## config.mk

```make
export PLATFORM = sky130hd
export DESIGN_NAME = rf_scoreboard_bypass
export DESIGN_NICKNAME = d
export VERILOG_FILES = /design/src/rtl/rf_pkg.sv /design/src/rtl/rf_dffe_n.sv /design/src/rtl/rf_scoreboard_bypass.sv
export SDC_FILE = /design/constraint.sdc
export NUM_CORES = 1
export LEC_CHECK = 0
export CAP_MARGIN = 20
export CORE_MARGIN = 2
export CORE_UTILIZATION = 32
export CTS_BUF_LIST = sky130_fd_sc_hd__clkbuf_16
export DETAILED_ROUTE_END_ITERATION = 10
export SKIP_LAST_GASP = 1
export SYNTH_ARGS = -nofsm -noshare
export SYNTH_HDL_FRONTEND = slang
export SYNTH_SLANG_ARGS = --single-unit
export TNS_END_PERCENT = 100
```

## constraint.sdc

```tcl
create_clock -name clk -period 1.59 [get_ports clk]
set_input_delay 0.318 -clock clk [delete_from_list [all_inputs] [get_ports clk]]
set_output_delay 0.318 -clock clk [all_outputs]
set_load 0.01 [all_outputs]
```

## src/rtl/rf_pkg.sv

```systemverilog
// rf_pkg: shared defaults, selector-width helper and error-cause codes for the register file.
package rf_pkg;
    localparam int DEF_DATA_W = 16;
    localparam int DEF_NREGS = 8;
    localparam int ERR_DOUBLE_RESV = 0;
    localparam int ERR_RANGE = 1;
    function automatic int sel_w(input int n);
        return (n > 1) ? $clog2(n) : 1;
    endfunction
endpackage

```

## src/rtl/rf_dffe_n.sv

```systemverilog
// rf_dffe_n: W-bit enabled flop with asynchronous active-low reset to zero.
module rf_dffe_n
    import rf_pkg::*;
#(
    parameter int W = DEF_DATA_W
) (
    input  logic         clk,
    input  logic         rst_n,
    input  logic         en_i,
    input  logic [W-1:0] d_i,
    output logic [W-1:0] q_o
);
    always_ff @(posedge clk or negedge rst_n)
        if (!rst_n) q_o <= '0;
        else if (en_i) q_o <= d_i;
endmodule

```

## src/rtl/rf_scoreboard_bypass.sv

```systemverilog
// rf_scoreboard_bypass: parametrised register file with write-to-read bypass,
// a per-register busy scoreboard for RAW detection, and a sticky error flag.
module rf_scoreboard_bypass
    import rf_pkg::*;
#(
    parameter int DATA_W = DEF_DATA_W,
    parameter int NREGS  = DEF_NREGS,
    parameter int SEL_W  = sel_w(NREGS),
    parameter int BYPASS = 1
) (
    input  logic              clk,
    input  logic              rst,
    input  logic [SEL_W-1:0]  read1regsel,
    input  logic [SEL_W-1:0]  read2regsel,
    output logic [DATA_W-1:0] read1data,
    output logic [DATA_W-1:0] read2data,
    output logic              read1busy,
    output logic              read2busy,
    input  logic [SEL_W-1:0]  writeregsel,
    input  logic [DATA_W-1:0] writedata,
    input  logic              write,
    input  logic [SEL_W-1:0]  resvregsel,
    input  logic              resv,
    input  logic              flush,
    output logic              err
);
    logic [DATA_W-1:0] regs_q [NREGS];
    logic [NREGS-1:0]  busy_q, busy_d, wr_hot, rv_hot;
    logic              wr_ok, rv_ok, dbl, rng, err_q;
    logic [SEL_W-1:0]  rsel [2];
    logic [DATA_W-1:0] rdata [2];
    logic              rbusy [2];

    assign wr_ok  = write && 32'(writeregsel) < NREGS;
    assign rv_ok  = resv && 32'(resvregsel) < NREGS;
    assign wr_hot = wr_ok ? NREGS'(1) << writeregsel : '0;
    assign rv_hot = rv_ok ? NREGS'(1) << resvregsel : '0;
    // a reserve landing on the write target wins: the new producer is still pending
    assign busy_d = flush ? '0 : (busy_q & ~wr_hot) | rv_hot;
    assign dbl    = !flush && |(rv_hot & busy_q & ~wr_hot);
    assign rng    = 32'(read1regsel) >= NREGS || 32'(read2regsel) >= NREGS ||
                    32'(writeregsel) >= NREGS || 32'(resvregsel) >= NREGS;

    for (genvar i = 0; i < NREGS; i++) begin : g_reg
        rf_dffe_n #(.W(DATA_W)) u_reg (
            .clk(clk), .rst_n(rst), .en_i(wr_hot[i]), .d_i(writedata), .q_o(regs_q[i])
        );
    end

    rf_dffe_n #(.W(NREGS)) u_busy (
        .clk(clk), .rst_n(rst), .en_i(1'b1), .d_i(busy_d), .q_o(busy_q)
    );

    rf_dffe_n #(.W(1)) u_err (
        .clk(clk), .rst_n(rst), .en_i(dbl | rng), .d_i(1'b1), .q_o(err_q)
    );

    assign err     = err_q;
    assign rsel[0] = read1regsel;
    assign rsel[1] = read2regsel;

    // outputs are forced low during reset so bypassed write data cannot leak through
    for (genvar p = 0; p < 2; p++) begin : g_rd
        logic in_rng, hit;
        assign in_rng   = 32'(rsel[p]) < NREGS;
        assign hit      = BYPASS != 0 && wr_ok && writeregsel == rsel[p];
        assign rdata[p] = (!rst || !in_rng) ? '0 : hit ? writedata : regs_q[rsel[p]];
        assign rbusy[p] = rst && in_rng && (hit ? rv_ok && resvregsel == rsel[p] : busy_q[rsel[p]]);
    end

    assign read1data = rdata[0];
    assign read2data = rdata[1];
    assign read1busy = rbusy[0];
    assign read2busy = rbusy[1];
endmodule

```

==> metrics <==
worst endpoint required time=1.27 ns; Distinct cells, synth=38; share of synthesized area occupied by flip-flops and latches=42.4%; CP cell instances=mux4_2 > mux2i_2 > buf_4 > a211oi_4 > buf_2; CTS tree=yes; number of primary I/O pins=68; worst hold path depth=1; number of antenna violations at the first check in global routing=0; power per standard cell area=1090 nW/um^2; final count of pins violating max slew=0; maximum ir drop on the vdd rail=509 uV; std cell rows=58; launch point of the critical path=g_reg[3].u_reg.q_o[15]; LEAKAGE=4.64 nW; number of sinks handled by clock tree synthesis=137; outcome=finished, violations left; number of synthesis warnings=0; final design utilization=46.2%; Post-Synthesis Cell Area=8090 um^2; Final min period=2.20 ns; htree depth=4; Setup Viol. Count Final=34; Overall Global Routing Usage=19.1%; routed via count=5654; final routed wirelength across all metal layers=24000 um; maximum number of pins on one net before global-route repair=51; PortBufs=67; Slew headroom=55.7%; Max Cap Viol=0; via count of the first global-routing pass=6238; effective utilization at floorplan=32.3%; diode count=0; violated checks=setup timing; top_reg_cell synth=dfrtp_1; f_max=0.455 GHz; overall die area=26600 um^2; Floorplan Core Area=25000 um^2; Via density=5.31; part of the cycle the worst path needs=138%; Hold WC Path Type=flip-flop to flip-flop; Num CTS Buffers=17; Antenna Violating Nets Remaining=0; path length in cells of the critical path=5; total of flip-flops plus latches after synthesis=137; CP arrival=1.88 ns; leading cell types in the layout, fill and taps excluded=dfrtp_1 (137), mux2_2 (128), buf_4 (86); CP peak stage delay=0.49 ns; Gate Count Post-Synth=564; clock tree root driver cell=clkbuf_16; final-report hold violation count=0; maximum net fanout on the critical path=3; syn_area_per_cell=14.3 um^2; Avg WL per Cell=22.6 um; fraction of layout instances using a drive strength above 1=68.0%; 1st-iter DRT viols=383; slew at the pin closest to its max-slew limit=0.664 ns; setup slack after layout=-0.607 ns; DRC errors left=0; leading cell type in the layout, fill and taps excluded=dfrtp_1; fraction of synthesis flops using an asynchronous set or reset pin=100%; Mapped Nets=597; Worst Setup Path Type=flip-flop to output port; wire length of the first global-routing pass=37300 um; RSZ-0062 raised after global routing=yes; maximum clock skew at final layout=0.000620 ns; number of synthesized flops with an enable pin=0; capturing element type of the critical path=output port; worst path buffer plus inverter count=2; endpoint of the worst register-to-register path=u_err.q_o; area added between synthesis and finish=43.1%; critical path's top delay family=multiplexers; number of nets at the end of the flow=754; die height=163 um; number of detailed-routing iterations run before antenna repair=4; Clock Path Buffers=2; weighted congestion at the end of routability-driven global placement=0.821; Congestion Overflow GR=0; cell depth of the worst flop-to-flop path=5; placed wire-length estimate after detailed placement=15700 um; R2R setup slack=0.25 ns; critical path capture point=read2data[15]; Worst path slowest cell=mux4_2; startpoint types=flip-flop; CTS clk-pin slew, worst paths=0.06 ns; clk_lat worst skew=0.42 ns; Total Power=12.6 mW; die boundary width=163 um; reg-to-reg startpoint=u_busy.q_o[1]
## metrics by stage
| step | TNS [ns] | cell area (um^2) | hold WS, ns | worst slack (ns) | cells |
|---|---|---|---|---|---|
| 6_report | -16.13 | 11600 | 0.486 | -0.607 | 1064 |
| 5_1_grt | -18.06 | 11600 | 0.525 | -0.668 | 1064 |
| 4_1_cts | -16.95 | 11500 | 0.499 | -0.625 | 1061 |
| 3_5_place_dp | -105.71 | 10300 | 0.443 | -1.19 | 996 |
| 3_3_place_gp | -101.43 | 10300 | 0.426 | -1.17 | 996 |
| 2_1_floorplan | -3.35 | 8700 | 0.0224 | -0.118 | 564 |
## what timing repair did
action / in CTS / in global routing
endpoints found under the hold margin: 9 / 0
hold buffers: 3 / 0
gates cloned: 6 / 0
setup buffers: 24 / 3
pin swaps: 18 / 13
gates resized for setup: 213 / 12
endpoints found under the setup margin: 119 / 35
## per-layer routing
metal	GRT usage (%)	vias up	part of all wire [%]	wire, um
li1	-	2467	-	-
met3	3.66	28	5.2	1240
met2	30.9	145	49	11800
met1	26.2	3014	44	10700
met4	5.55	0	1.4	332
met5	0	-	0	0
## where the power goes
part	internal (mW)	switching (mW)
Combinational	2.34	1.59
Sequential	4.23	0.521
Clock	2.43	1.51
## cells by family after synthesis
family                    after synthesis  share of synthesized area (%)
AOI/OAI and AO/OA                      49                           4.30
DFF                                   137                           42.4
buffers and inverters                  66                           5.61
xor gates and xnor gates               12                           1.30
muxes                                 230                           41.0
and+or+nand+nor                        70                           5.44
## how the worst min path moves through the flow
stage                   start                     to
floorplan                 rst  g_reg[0].u_reg.q_o[0]
global placement          rst  g_reg[5].u_reg.q_o[8]
detailed placement        rst  g_reg[5].u_reg.q_o[8]
CTS                 u_err.q_o              u_err.q_o
global route        u_err.q_o              u_err.q_o
finish              u_err.q_o              u_err.q_o
## flip-flops by register name, summed over array words and instances, names as in the netlist
name,count
u_busy.q_o,8
g.u_reg.q_o,128
u_err.q_o,1
## cell type report
| class | count | area (um^2) |
|---|---|---|
| Clock buffer | 17 | 425 |
| Clock inverter | 15 | 160 |
| Fill cell | 2167 | 13500 |
| Inverter | 1 | 3.75 |
| Multi-Input combinational cell | 362 | 5040 |
| Sequential cell | 137 | 3430 |
| Tap cell | 330 | 413 |
| Timing Repair Buffer | 202 | 2110 |
## synthesized netlist by cell type, types with 2 or more instances
| master | count | share of area (%) |
|---|---|---|
| nand2b_1 | 3 | 0.23 |
| buf_2 | 21 | 1.3 |
| nand2_1 | 4 | 0.19 |
| buf_6 | 13 | 1.8 |
| and4bb_1 | 3 | 0.46 |
| nand4b_2 | 2 | 0.37 |
| buf_4 | 19 | 1.8 |
| a21oi_1 | 8 | 0.49 |
| nor2b_1 | 4 | 0.31 |
| buf_1 | 4 | 0.19 |
| dfrtp_1 | 137 | 42 |
| xnor2_1 | 12 | 1.3 |
| mux4_2 | 67 | 19 |
| a211oi_1 | 34 | 3.2 |
| a41oi_1 | 2 | 0.22 |
| nor2_1 | 38 | 1.8 |
| nand3_1 | 4 | 0.25 |
| mux2_2 | 128 | 18 |
| mux2i_1 | 34 | 4.2 |
| nand4_2 | 3 | 0.46 |
| clkbuf_1 | 7 | 0.32 |
No activity file was read; power rests on OpenSTA's default activity.
